### src/rtl/hazard_ctrl_md_pkg.sv
// rtl/hazard_ctrl_md_pkg.sv - shared opcodes, field helpers and decoded-instruction type
package hazard_ctrl_md_pkg;

  // primary opcodes
  localparam logic [5:0] OP_RTYPE = 6'b000000;
  localparam logic [5:0] OP_BEQ   = 6'b000100;
  localparam logic [5:0] OP_JAL   = 6'b000011;
  localparam logic [5:0] OP_ADDI  = 6'b001000;
  localparam logic [5:0] OP_ADDIU = 6'b001001;
  localparam logic [5:0] OP_SLTI  = 6'b001010;
  localparam logic [5:0] OP_SLTIU = 6'b001011;
  localparam logic [5:0] OP_ANDI  = 6'b001100;
  localparam logic [5:0] OP_ORI   = 6'b001101;
  localparam logic [5:0] OP_XORI  = 6'b001110;
  localparam logic [5:0] OP_LUI   = 6'b001111;
  localparam logic [5:0] OP_LW    = 6'b100011;
  localparam logic [5:0] OP_SW    = 6'b101011;

  // R-type funct codes
  localparam logic [5:0] FN_JR    = 6'b001000;
  localparam logic [5:0] FN_JALR  = 6'b001001;
  localparam logic [5:0] FN_MFHI  = 6'b010000;
  localparam logic [5:0] FN_MTHI  = 6'b010001;
  localparam logic [5:0] FN_MFLO  = 6'b010010;
  localparam logic [5:0] FN_MTLO  = 6'b010011;
  localparam logic [5:0] FN_MULT  = 6'b011000;
  localparam logic [5:0] FN_MULTU = 6'b011001;
  localparam logic [5:0] FN_DIV   = 6'b011010;
  localparam logic [5:0] FN_DIVU  = 6'b011011;
  localparam logic [5:0] FN_ADD   = 6'b100000;
  localparam logic [5:0] FN_ADDU  = 6'b100001;
  localparam logic [5:0] FN_SUB   = 6'b100010;
  localparam logic [5:0] FN_SUBU  = 6'b100011;
  localparam logic [5:0] FN_AND   = 6'b100100;
  localparam logic [5:0] FN_OR    = 6'b100101;
  localparam logic [5:0] FN_XOR   = 6'b100110;
  localparam logic [5:0] FN_NOR   = 6'b100111;
  localparam logic [5:0] FN_SLT   = 6'b101010;
  localparam logic [5:0] FN_SLTU  = 6'b101011;

  // md_op encodings (equal to funct[1:0] of the md_cal instruction)
  localparam logic [1:0] MD_MULT  = 2'b00;
  localparam logic [1:0] MD_MULTU = 2'b01;
  localparam logic [1:0] MD_DIV   = 2'b10;
  localparam logic [1:0] MD_DIVU  = 2'b11;

  // pipeline stage index used to select the Tnew view of a decoder
  localparam int STG_D = 0;
  localparam int STG_E = 1;
  localparam int STG_M = 2;
  localparam int STG_W = 3;

  typedef struct packed {
    logic       cal_r;
    logic       cal_i;
    logic       lui;
    logic       lw;
    logic       sw;
    logic       beq;
    logic       jal;
    logic       jr;
    logic       jalr;
    logic       md_cal;
    logic       md_mv;
    logic [4:0] rs;
    logic [4:0] rt;
    logic [4:0] dst;
    logic       we;
    logic [1:0] tnew;
  } instr_info_t;

  function automatic logic [5:0] f_op(input logic [31:0] ir);
    return ir[31:26];
  endfunction

  function automatic logic [4:0] f_rs(input logic [31:0] ir);
    return ir[25:21];
  endfunction

  function automatic logic [4:0] f_rt(input logic [31:0] ir);
    return ir[20:16];
  endfunction

  function automatic logic [4:0] f_rd(input logic [31:0] ir);
    return ir[15:11];
  endfunction

  function automatic logic [5:0] f_func(input logic [31:0] ir);
    return ir[5:0];
  endfunction

endpackage

### src/rtl/hazard_ctrl_md_instr_class.sv
// rtl/hazard_ctrl_md_instr_class.sv - per-stage instruction decoder: class flags, destination, Tnew
module instr_class
  import hazard_ctrl_md_pkg::*;
#(
  parameter int STAGE = STG_E
) (
  input  logic [31:0] ir,
  output instr_info_t info
);

  logic [5:0] op;
  logic [5:0] fn;
  logic       r_type;
  logic       writer;
  logic       unused_shamt;

  assign unused_shamt = ^ir[10:6];

  // decode class flags, then derive destination, write-enable and stage Tnew
  always_comb begin
    op     = f_op(ir);
    fn     = f_func(ir);
    r_type = (op == OP_RTYPE);
    info   = '0;

    info.rs     = f_rs(ir);
    info.rt     = f_rt(ir);
    info.md_cal = r_type && (fn inside {FN_MULT, FN_MULTU, FN_DIV, FN_DIVU});
    info.md_mv  = r_type && (fn inside {FN_MFHI, FN_MTHI, FN_MFLO, FN_MTLO});
    info.cal_r  = r_type && (fn inside {FN_ADD, FN_ADDU, FN_SUB, FN_SUBU, FN_AND, FN_OR,
                                        FN_XOR, FN_NOR, FN_SLT, FN_SLTU, FN_MFHI, FN_MFLO});
    info.cal_i  = op inside {OP_ADDI, OP_ADDIU, OP_SLTI, OP_SLTIU, OP_ANDI, OP_ORI, OP_XORI};
    info.lui    = (op == OP_LUI);
    info.lw     = (op == OP_LW);
    info.sw     = (op == OP_SW);
    info.beq    = (op == OP_BEQ);
    info.jal    = (op == OP_JAL);
    info.jr     = r_type && (fn == FN_JR);
    info.jalr   = r_type && (fn == FN_JALR);

    if (info.jal)                    info.dst = 5'd31;
    else if (info.cal_r || info.jalr) info.dst = f_rd(ir);
    else                              info.dst = f_rt(ir);

    // a write to $0 is treated as no write at all, so it neither stalls nor forwards
    writer  = info.cal_r || info.cal_i || info.lui || info.lw || info.jal || info.jalr;
    info.we = writer && (info.dst != 5'd0);

    if (STAGE == STG_M) begin
      info.tnew = info.lw ? 2'd1 : 2'd0;
    end else if (STAGE == STG_W) begin
      info.tnew = 2'd0;
    end else begin
      if (info.lw)                           info.tnew = 2'd2;
      else if (info.cal_r || info.cal_i)     info.tnew = 2'd1;
      else                                   info.tnew = 2'd0;
    end
  end

endmodule

### src/rtl/hazard_ctrl_md.sv
// rtl/hazard_ctrl_md.sv - Tuse/Tnew stall, D/E/M forwarding and MDU busy scoreboard
module hazard_ctrl_md
  import hazard_ctrl_md_pkg::*;
#(
  parameter int DATA_W      = 32,
  parameter int MULT_CYCLES = 5,
  parameter int DIV_CYCLES  = 10,
  parameter int CNT_W       = $clog2(((MULT_CYCLES > DIV_CYCLES) ? MULT_CYCLES : DIV_CYCLES) + 1)
) (
  input  logic              clk,
  input  logic              reset,
  input  logic [31:0]       IR_D,
  input  logic [31:0]       IR_E,
  input  logic [31:0]       IR_M,
  input  logic [31:0]       IR_W,
  input  logic [DATA_W-1:0] PC8_E,
  input  logic [DATA_W-1:0] PC8_M,
  input  logic [DATA_W-1:0] EXT_E,
  input  logic [DATA_W-1:0] AO_M,
  input  logic [DATA_W-1:0] WD_W,
  input  logic [DATA_W-1:0] RS_D_in,
  input  logic [DATA_W-1:0] RT_D_in,
  input  logic [DATA_W-1:0] RS_E_in,
  input  logic [DATA_W-1:0] RT_E_in,
  input  logic [DATA_W-1:0] RT_M_in,
  output logic [DATA_W-1:0] RS_D,
  output logic [DATA_W-1:0] RT_D,
  output logic [DATA_W-1:0] RS_E,
  output logic [DATA_W-1:0] RT_E,
  output logic [DATA_W-1:0] RT_M,
  output logic              stall,
  output logic              flush_E,
  output logic              md_start,
  output logic [1:0]        md_op,
  output logic              md_busy
);

  instr_info_t info_d, info_e, info_m, info_w;
  logic [2:0]        tuse_rs, tuse_rt;
  logic              data_stall, md_stall;
  logic [DATA_W-1:0] wd_e, wd_m;
  logic [CNT_W-1:0]  count_d, count_q;
  logic              unused_info;

  instr_class #(.STAGE(STG_D)) u_cls_d (.ir(IR_D), .info(info_d));
  instr_class #(.STAGE(STG_E)) u_cls_e (.ir(IR_E), .info(info_e));
  instr_class #(.STAGE(STG_M)) u_cls_m (.ir(IR_M), .info(info_m));
  instr_class #(.STAGE(STG_W)) u_cls_w (.ir(IR_W), .info(info_w));

  assign unused_info = ^{info_d, info_e, info_m, info_w};

  // producer still needs time: it writes r and its result is later than the consumer's use
  function automatic logic late(input instr_info_t src, input logic [4:0] r, input logic [2:0] tuse);
    return src.we && (src.dst == r) && (tuse < {1'b0, src.tnew});
  endfunction

  // producer writes r and its result already exists in this stage
  function automatic logic ready(input instr_info_t src, input logic [4:0] r);
    return src.we && (src.dst == r) && (src.tnew == 2'd0);
  endfunction

  // how soon the instruction in D consumes rs and rt
  always_comb begin
    tuse_rs = 3'd4;
    tuse_rt = 3'd4;
    if (info_d.beq || info_d.jr || info_d.jalr)
      tuse_rs = 3'd0;
    else if (info_d.cal_r || info_d.cal_i || info_d.lw || info_d.sw || info_d.md_cal || info_d.md_mv)
      tuse_rs = 3'd1;
    if (info_d.beq)
      tuse_rt = 3'd0;
    else if (info_d.cal_r || info_d.md_cal)
      tuse_rt = 3'd1;
    else if (info_d.sw)
      tuse_rt = 3'd2;
  end

  // data hazards against E and M, plus MDU ops waiting for the unit to drain
  always_comb begin
    data_stall = late(info_e, info_d.rs, tuse_rs) || late(info_e, info_d.rt, tuse_rt) ||
                 late(info_m, info_d.rs, tuse_rs) || late(info_m, info_d.rt, tuse_rt);
    md_stall   = (info_d.md_cal || info_d.md_mv) && (md_busy || md_start);
    stall      = data_stall || md_stall;
    flush_E    = stall;
    md_start   = info_e.md_cal;
    md_op      = IR_E[1:0];
  end

  // forwarding muxes; nearer producers win
  always_comb begin
    wd_e = info_e.lui ? EXT_E : PC8_E;
    wd_m = (info_m.jal || info_m.jalr) ? PC8_M : AO_M;

    if (ready(info_e, info_d.rs))      RS_D = wd_e;
    else if (ready(info_m, info_d.rs)) RS_D = wd_m;
    else                               RS_D = RS_D_in;

    if (ready(info_e, info_d.rt))      RT_D = wd_e;
    else if (ready(info_m, info_d.rt)) RT_D = wd_m;
    else                               RT_D = RT_D_in;

    if (ready(info_m, info_e.rs))      RS_E = wd_m;
    else if (ready(info_w, info_e.rs)) RS_E = WD_W;
    else                               RS_E = RS_E_in;

    if (ready(info_m, info_e.rt))      RT_E = wd_m;
    else if (ready(info_w, info_e.rt)) RT_E = WD_W;
    else                               RT_E = RT_E_in;

    if (ready(info_w, info_m.rt))      RT_M = WD_W;
    else                               RT_M = RT_M_in;
  end

  // busy counter: load on start, otherwise count down to zero
  always_comb begin
    count_d = count_q;
    if (md_start)
      count_d = IR_E[1] ? CNT_W'(DIV_CYCLES) : CNT_W'(MULT_CYCLES);
    else if (count_q != '0)
      count_d = count_q - CNT_W'(1);
  end

  // busy counter register; reset clears it without waiting for a clock
  always_ff @(posedge clk or negedge reset) begin
    if (!reset) count_q <= '0;
    else        count_q <= count_d;
  end

  assign md_busy = (count_q != '0);

endmodule
### config.mk
export PLATFORM = sky130hd
export DESIGN_NAME = hazard_ctrl_md
export DESIGN_NICKNAME = d
export VERILOG_FILES = /design/src/rtl/hazard_ctrl_md_pkg.sv /design/src/rtl/hazard_ctrl_md_instr_class.sv /design/src/rtl/hazard_ctrl_md.sv
export SDC_FILE = /design/constraint.sdc
export NUM_CORES = 1
export LEC_CHECK = 0
export ABC_AREA = 1
export CAP_MARGIN = 0
export CORE_AREA = 5 5 238 240
export CTS_CLUSTER_DIAMETER = 50
export DETAILED_ROUTE_END_ITERATION = 7
export DIE_AREA = 0 0 243 245
export PLACE_DENSITY_LB_ADDON = 0.05
export SYNTH_ARGS = -nofsm -noshare
export SYNTH_HDL_FRONTEND = slang
export SYNTH_SLANG_ARGS = --single-unit
### constraint.sdc
create_clock -name clk -period 4 [get_ports clk]
set_clock_uncertainty 0.2 [all_clocks]
set_input_delay 0.8 -clock clk [delete_from_list [all_inputs] [get_ports clk]]
set_output_delay 0.8 -clock clk [all_outputs]
set_load 0.01 [all_outputs]
## Word-level counts from Yosys, hierarchy flattened

Cells that the tools add are included.

| storage, ports and cells | value |
|---|---|
| bits in registers | 4 |
| bits of input ports | 450 |
| output and inout port bits | 166 |
| logic and storage cells | 236 |

| operators by class | value |
|---|---|
| $add $sub $neg | 1 |
| order comparisons | 4 |
| equal/unequal tests | 112 |
| multiplexer cells | 28 |
| reductions and logical operators | 90 |

Operator list:

| cell | count |
|---|---|
| two-way mux 32 bit | 11 |
| equality test 6 bit, second input constant | 45 |
| equality test 6 x 4 -> 1 bit, second input constant | 36 |
| equality test 6 x 5 -> 1 bit, second input constant | 18 |
| nonzero test 12 bit | 4 |
| equality test 5 bit | 9 |
| logical AND 1 bit | 35 |
| logical OR 1 bit | 33 |
| two-way mux 5 bit | 6 |
| nonzero test 7 bit | 4 |
| logical NOT 6 bit | 4 |
| equality test 6 x 2 -> 1 bit, second input constant | 3 |
| nonzero test 4 bit | 4 |
| two-way mux 3 bit | 5 |
| nonzero test 5 bit | 3 |
| less-than comparator 3 x 2 -> 1 bit | 4 |
| two-way mux 4 bit | 3 |
| equality test 6 x 3 -> 1 bit, second input constant | 1 |
| logical NOT 2 bit | 2 |
| subtractor 4 x 1 -> 4 bit, second input constant | 1 |
| two-way mux 1 bit | 2 |
| two-way mux 2 bit | 1 |
| nonzero test 2 bit | 1 |

## Longest topological paths before layout

| logic depth | value |
|---|---|
| depth after elaboration | 16 |
| mapped depth | 20 |
| depth with buffers taken out | 19 |

## Modules after synthesis

Synthesis repeated with hierarchy kept, for this count alone.

| unflattened totals | value |
|---|---|
| cells, all modules | 1739 |
| area total of the unflattened synthesis | 8718.4 sq um |

By module, submodules not included:

| module | times used | cells an instance | area each (sq um) | seq. area each (sq um) |
|---|---|---|---|---|
| hazard_ctrl_md | 1 | 1345 | 6707.7 | 100.1 |
| instr_class (u_cls_m ...) | 2 | 100 | 514.2 | 0.0 |
| instr_class (u_cls_e) | 1 | 100 | 510.5 | 0.0 |
| instr_class (u_cls_d) | 1 | 94 | 471.7 | 0.0 |

## Worst setup path before layout

OpenSTA, ideal clock, no wires.

| path | value |
|---|---|
| kind | input to output |
| start point | input port IR_M[30] |
| end point | output port stall |
| data arrival time | 2.492 ns |
| data required time | 3.000 ns |
| path slack | 0.508 ns |
| cell stages on the path | 16 |
| path buffers | 2 |
| path through | nor2_2 nand3_2 nor2_2 nand2_2 nand3_1 nand3_2 inv_2 nand2_1 nor2_4 nor2_8 buf_4 nand3_1 nand2_1 nor2_1 nand2_1 buf_4 |

| on the way | value |
|---|---|
| cells in the longest elaborated chain, start to end | 13 |
| elaborated cells on any way between the ends | 36 |
| those cells by class | order compare (2); eq/ne (12); mux (3); reduce/logical (19) |

RTL lines:

| element | line | RTL |
|---|---|---|
| start: declaration | hazard_ctrl_md.sv:14 | `input logic [31:0] IR_M,` |
| equality test 6 x 4 -> 1 bit / logical NOT 6 bit (equally long branches) | hazard_ctrl_md_instr_class.sv:32, hazard_ctrl_md_instr_class.sv:23 |  |
| nonzero test 7 bit / logical AND 1 bit (equally long branches) | hazard_ctrl_md_instr_class.sv:32, hazard_ctrl_md_instr_class.sv:30 |  |
| logical OR 1 bit (5 in a row) | hazard_ctrl_md_instr_class.sv:46 | `writer = info.cal_r \|\| info.cal_i \|\| info.lui \|\| info.lw \|\| info.jal \|\| info.jalr;` |
| logical AND 1 bit | hazard_ctrl_md_instr_class.sv:47 | `info.we = writer && (info.dst != 5'd0);` |
| logical AND 1 bit (2 in a row) | hazard_ctrl_md.sv:54 | `return src.we && (src.dst == r) && (tuse < {1'b0, src.tnew});` |
| logical OR 1 bit | hazard_ctrl_md.sv:80 | `data_stall = late(info_e, info_d.rs, tuse_rs) \|\| late(info_e, info_d.rt, tuse_rt) \|\|` |
| logical OR 1 bit (*) | hazard_ctrl_md.sv:81 | `late(info_m, info_d.rs, tuse_rs) \|\| late(info_m, info_d.rt, tuse_rt);` |
| logical OR 1 bit (*) | hazard_ctrl_md.sv:83 | `stall = data_stall \|\| md_stall;` |
| end: declaration | hazard_ctrl_md.sv:31 | `output logic stall,` |

Mark *: on every way between the ends. The rest lies on a longest branch, timed or not.

## Final worst setup path

| path | value |
|---|---|
| start point | input port IR_W[29] |
| end point | output port RS_E[7] |

| on the way | value |
|---|---|
| cells in the longest elaborated chain, start to end | 11 |
| elaborated cells on any way between the ends | 28 |
| those cells by class | eq/ne (11); mux (4); reduce/logical (13) |

RTL lines:

| element | line | RTL |
|---|---|---|
| start: declaration | hazard_ctrl_md.sv:15 | `input logic [31:0] IR_W,` |
| equality test 6 x 4 -> 1 bit / logical NOT 6 bit (equally long branches) | hazard_ctrl_md_instr_class.sv:32, hazard_ctrl_md_instr_class.sv:23 |  |
| nonzero test 7 bit / logical AND 1 bit (equally long branches) | hazard_ctrl_md_instr_class.sv:32, hazard_ctrl_md_instr_class.sv:30 |  |
| logical OR 1 bit (5 in a row) | hazard_ctrl_md_instr_class.sv:46 |  |
| logical AND 1 bit | hazard_ctrl_md_instr_class.sv:47 |  |
| logical AND 1 bit (*) | hazard_ctrl_md.sv:59 | `return src.we && (src.dst == r) && (src.tnew == 2'd0);` |
| two-way mux 32 bit (*) | hazard_ctrl_md.sv:103 | `else if (ready(info_w, info_e.rs)) RS_E = WD_W;` |
| two-way mux 32 bit (*) | hazard_ctrl_md.sv:102 | `if (ready(info_m, info_e.rs)) RS_E = wd_m;` |
| end: declaration | hazard_ctrl_md.sv:28 | `output logic [DATA_W-1:0] RS_E,` |

Marks and branches as above.

==> reports/results.tsv <==
stage	metric	value	unit
die	core area	54400	µm²
die	Die X	243	µm
power_and_ir_drop	Comb pwr share	0.877	
finish	multi-input logic area	7640	µm²
cts	CTS max path bufs	2	
power_and_ir_drop	Pwr Total	1880	µW
worst_hold_path	worst min path class	reg2reg	
worst_setup_path	Crit path arrival time	3.18	ns
finish	Finished Layout Cells	3084	
power_and_ir_drop	Flop pwr share	0.041	
route	TritonRoute pass-1 iters	5	
placed_design	placed cell count	2939	
global_routing	pin count of the biggest net entering global routing	64	
die	Initial Utilization	0.138	
global_routing	Total Routing Usage GR	0.201	
die	die area	59500	µm²
global_routing	wire length of the first global-routing pass	91100	µm
sta	Rel. slew slack	0.551	
power_and_ir_drop	switching part of the total	0.427	
synth	post-synthesis sequential area ratio	0.0134	
power_and_ir_drop	Power Dens Cells	97.3	nW/µm²
sta	Tightest Pin Transition	0.666	ns
finish	register area	100	µm²
worst_setup_path	Startpoint Class	primary input	
sta	fmax	239	MHz
synth	net count after synthesis	2011	
worst_setup_path	Crit. End Element	output port	
sta	RSZ-0062 raised after global routing	yes	
finish	number of fill cells in the layout	6024	
power_and_ir_drop	Switch Pwr	803	µW
die	Chip Height	245	µm
finish	largest registers	count_q: 4 flops	
cts	TritonCTS Buffers	3	
worst_setup_path	WP depth	22	
finish	number of flip-flops in the largest register	4	
global_routing	GRT overflow	0	
worst_setup_path	worst reg2reg startpoint	count_q[0]	
placed_design	hpwl dp	51300	µm
die	# IOs	616	
route	vias per cell	4.29	
die	Core Rows	86	
cts	H-tree levels	1	
synth	register bit total from synthesis	4	
sta	Final Worst Setup Slack	-0.178	ns
route	Vias	13226	
global_routing	vias in the first global route	13652	
route	Routed wire per std cell	21.8	µm
cts	Clk Latency, worst-skew pair	0.22	ns
synth	cell area after synthesis	7490	µm²
power_and_ir_drop	Max VDD drop	0.291	mV
worst_setup_path	worst-path cell chain	buf_6, or2_4, nor2_4, nand2_2, nor2_4, nand2_4, nand2_4, nand3_4, buf_6, buf_6, nand2_2, nand2_2, inv_2, nand3_2, nor2_4, nand2_4, buf_12, clkbuf_16, nand2_4, nand3_2, nand2_2, buf_6	
status	status	complete, but fails checks	
worst_setup_path	crit path capture	RS_E[7]	
finish	Top reg by flops	count_q	
sta	Slew Viols, Final	0	
finish	layout cells sized above 1	0.407	
synth	synth unique cells	42	
sta	min Tclk post-route	4.18	ns
worst_setup_path	worst-path maximum fanout	6	
placed_design	Routability Congestion	0.857	
worst_setup_path	FF-to-FF setup slack	2.25	ns
worst_setup_path	Crit Path Category	in2out	
cts	clk sink count	4	
finish	Finished Core Util	0.355	
synth	Post-synth ARST share	1.00	
sta	TNS Setup	-12.18	ns
sta	final hold violation count	0	
route	antenna-violating nets left	0	
synth	synthesized area per cell	4.81	µm²
worst_setup_path	Critical Path Start	IR_W[29]	
synth	YS warnings	0	
power_and_ir_drop	Internal	1080	µW
worst_setup_path	Worst path top cell family by delay	simple AND/OR/NAND/NOR gates	
worst_setup_path	slowest stage delay, CP	0.26	ns
worst_setup_path	R2R cell count	9	
route	Routed WL	67100	µm
sta	final setup vio count	152	
route	remaining design rule violation count	0	
status	failing checks	setup timing	
worst_setup_path	slowest cell on the critical path	or2_4	
power_and_ir_drop	Clk pwr share	0.082	
sta	Final period util	1.04	
placed_design	Worst Setup Slack post-DPL	-1.06	ns
synth	Main synth FF type	dfrtp_1	
worst_setup_path	reg2reg end	count_q[1]	
worst_setup_path	WP data required	3.00	ns
synth	cells after synthesis	1558	
finish	Nets	2831	
synth	number of synthesized flops with an enable pin	0	
worst_setup_path	WP buf/inv	7	
finish	synthesis-to-finish area growth	158	%
cts	Clk pin slew, worst setup/hold paths	0.03	ns
cts	clk root buf	clkbuf_16	
global_routing	initial antenna violation count	7	
placed_design	number of buffers added on ports	580	
run	max_cap viols	0	
power_and_ir_drop	leak pwr	0.00985	µW
cts	CTS tree	yes	
route	detailed router's first-iteration violation count	583	
per-stage QoR:
step	instance area [µm²]	hold WS (ns)
global placement	15500	0.394
finish	19300	0.414
floorplan	7490	0.304
global route	19300	0.462
CTS	17300	0.417
detailed placement	15500	0.411
worst reg2reg max path: cells and delay by family, from the launching register on:
family                     cells  cell delay [ns]
adders and majority gates      1             0.16
AOI/OAI and AO/OA              1             0.16
DFF                            1             0.37
and+or+nand+nor                3             0.30
buffers and inverters          4             0.46
cell usage after synthesis (all sizes together) (4+ instances only):
cell type    n  area [µm²]
nand2      608        2340
inv        296        1110
nand3      282        1520
nand4       99         626
buf         77         498
nor2        51         274
o21ai       40         200
mux2        32         360
clkbuf      17        63.8
nor3        13        81.3
xor2        11        96.3
a21oi        6        33.8
dfrtp        4         100
xnor2        4        35.0
power by group through the flow:
stage	logic [µW]	registers (µW)	clock network, µW
after floorplan	512	74.1	0
after global placement	1470	76.9	0
after detailed placement	1460	77.1	0
after CTS	1530	76.8	159
after global routing	1790	79.9	161
final	1650	76.8	155
kinds of logic after synthesis:
group / Yosys count / synth area share
AO/OA/AOI/OAI: 54 / 0.0393
XOR/XNOR: 15 / 0.0175
adder cells (fa/ha/maj): 3 / 0.00501
buffers and inverters: 392 / 0.224
flip-flops: 4 / 0.0134
multiplexers: 32 / 0.0481
AND/OR/NAND/NOR: 1058 / 0.652
final cells by class:
type / instances / share of cell area
Antenna cell: 4 / 0.000518
Clock buffer: 3 / 0.00388
Inverter: 298 / 0.0594
Multi-Input combinational cell: 1162 / 0.395
Sequential cell: 4 / 0.00518
Tap cell: 704 / 0.0456
Timing Repair Buffer: 909 / 0.490
per-layer routing:
| layer | vias up | GRT usage | wire [µm] |
|---|---|---|---|
| met5 | - | 0 | 41 |
| met2 | 378 | 0.389 | 35200 |
| met3 | 36 | 0.0378 | 3780 |
| met4 | 6 | 0.0155 | 667 |
| met1 | 6236 | 0.240 | 27400 |
| li1 | 6570 | - | - |
worst min-delay path by stage:
stage | start | endpoint | slack, ns | cells after the start
finish | count_q[0] | count_q[0] | 0.41 | 2
global placement | count_q[0] | count_q[0] | 0.39 | 2
CTS | count_q[0] | count_q[0] | 0.42 | 2
detailed placement | count_q[0] | count_q[0] | 0.41 | 2
global route | count_q[1] | count_q[1] | 0.46 | 2
floorplan | reset | count_q[0] | 0.30 | 0
layout by cell type, fill, tap and decap left out, drive strengths merged, types with 6 or more instances in the layout:
cell / n
nor3: 13
nand3: 282
nor2: 51
nand2: 608
inv: 294
mux2: 32
clkdlybuf4s50: 382
xor2: 11
nand4: 99
dlygate4sd2: 8
o21ai: 40
a21oi: 6
buf: 485
clkbuf: 31
repair_timing:
item / 4_1_cts / 5_1_grt
gates cloned: 17 / 16
buffers inserted: 61 / 51
hold buffers: 0 / 0
hold endpoints to repair: 0 / 0
gates resized for setup: 885 / 586
setup endpoints to repair: 162 / 163
pin swaps: 115 / 118
No activity file was read; power rests on OpenSTA's default activity.
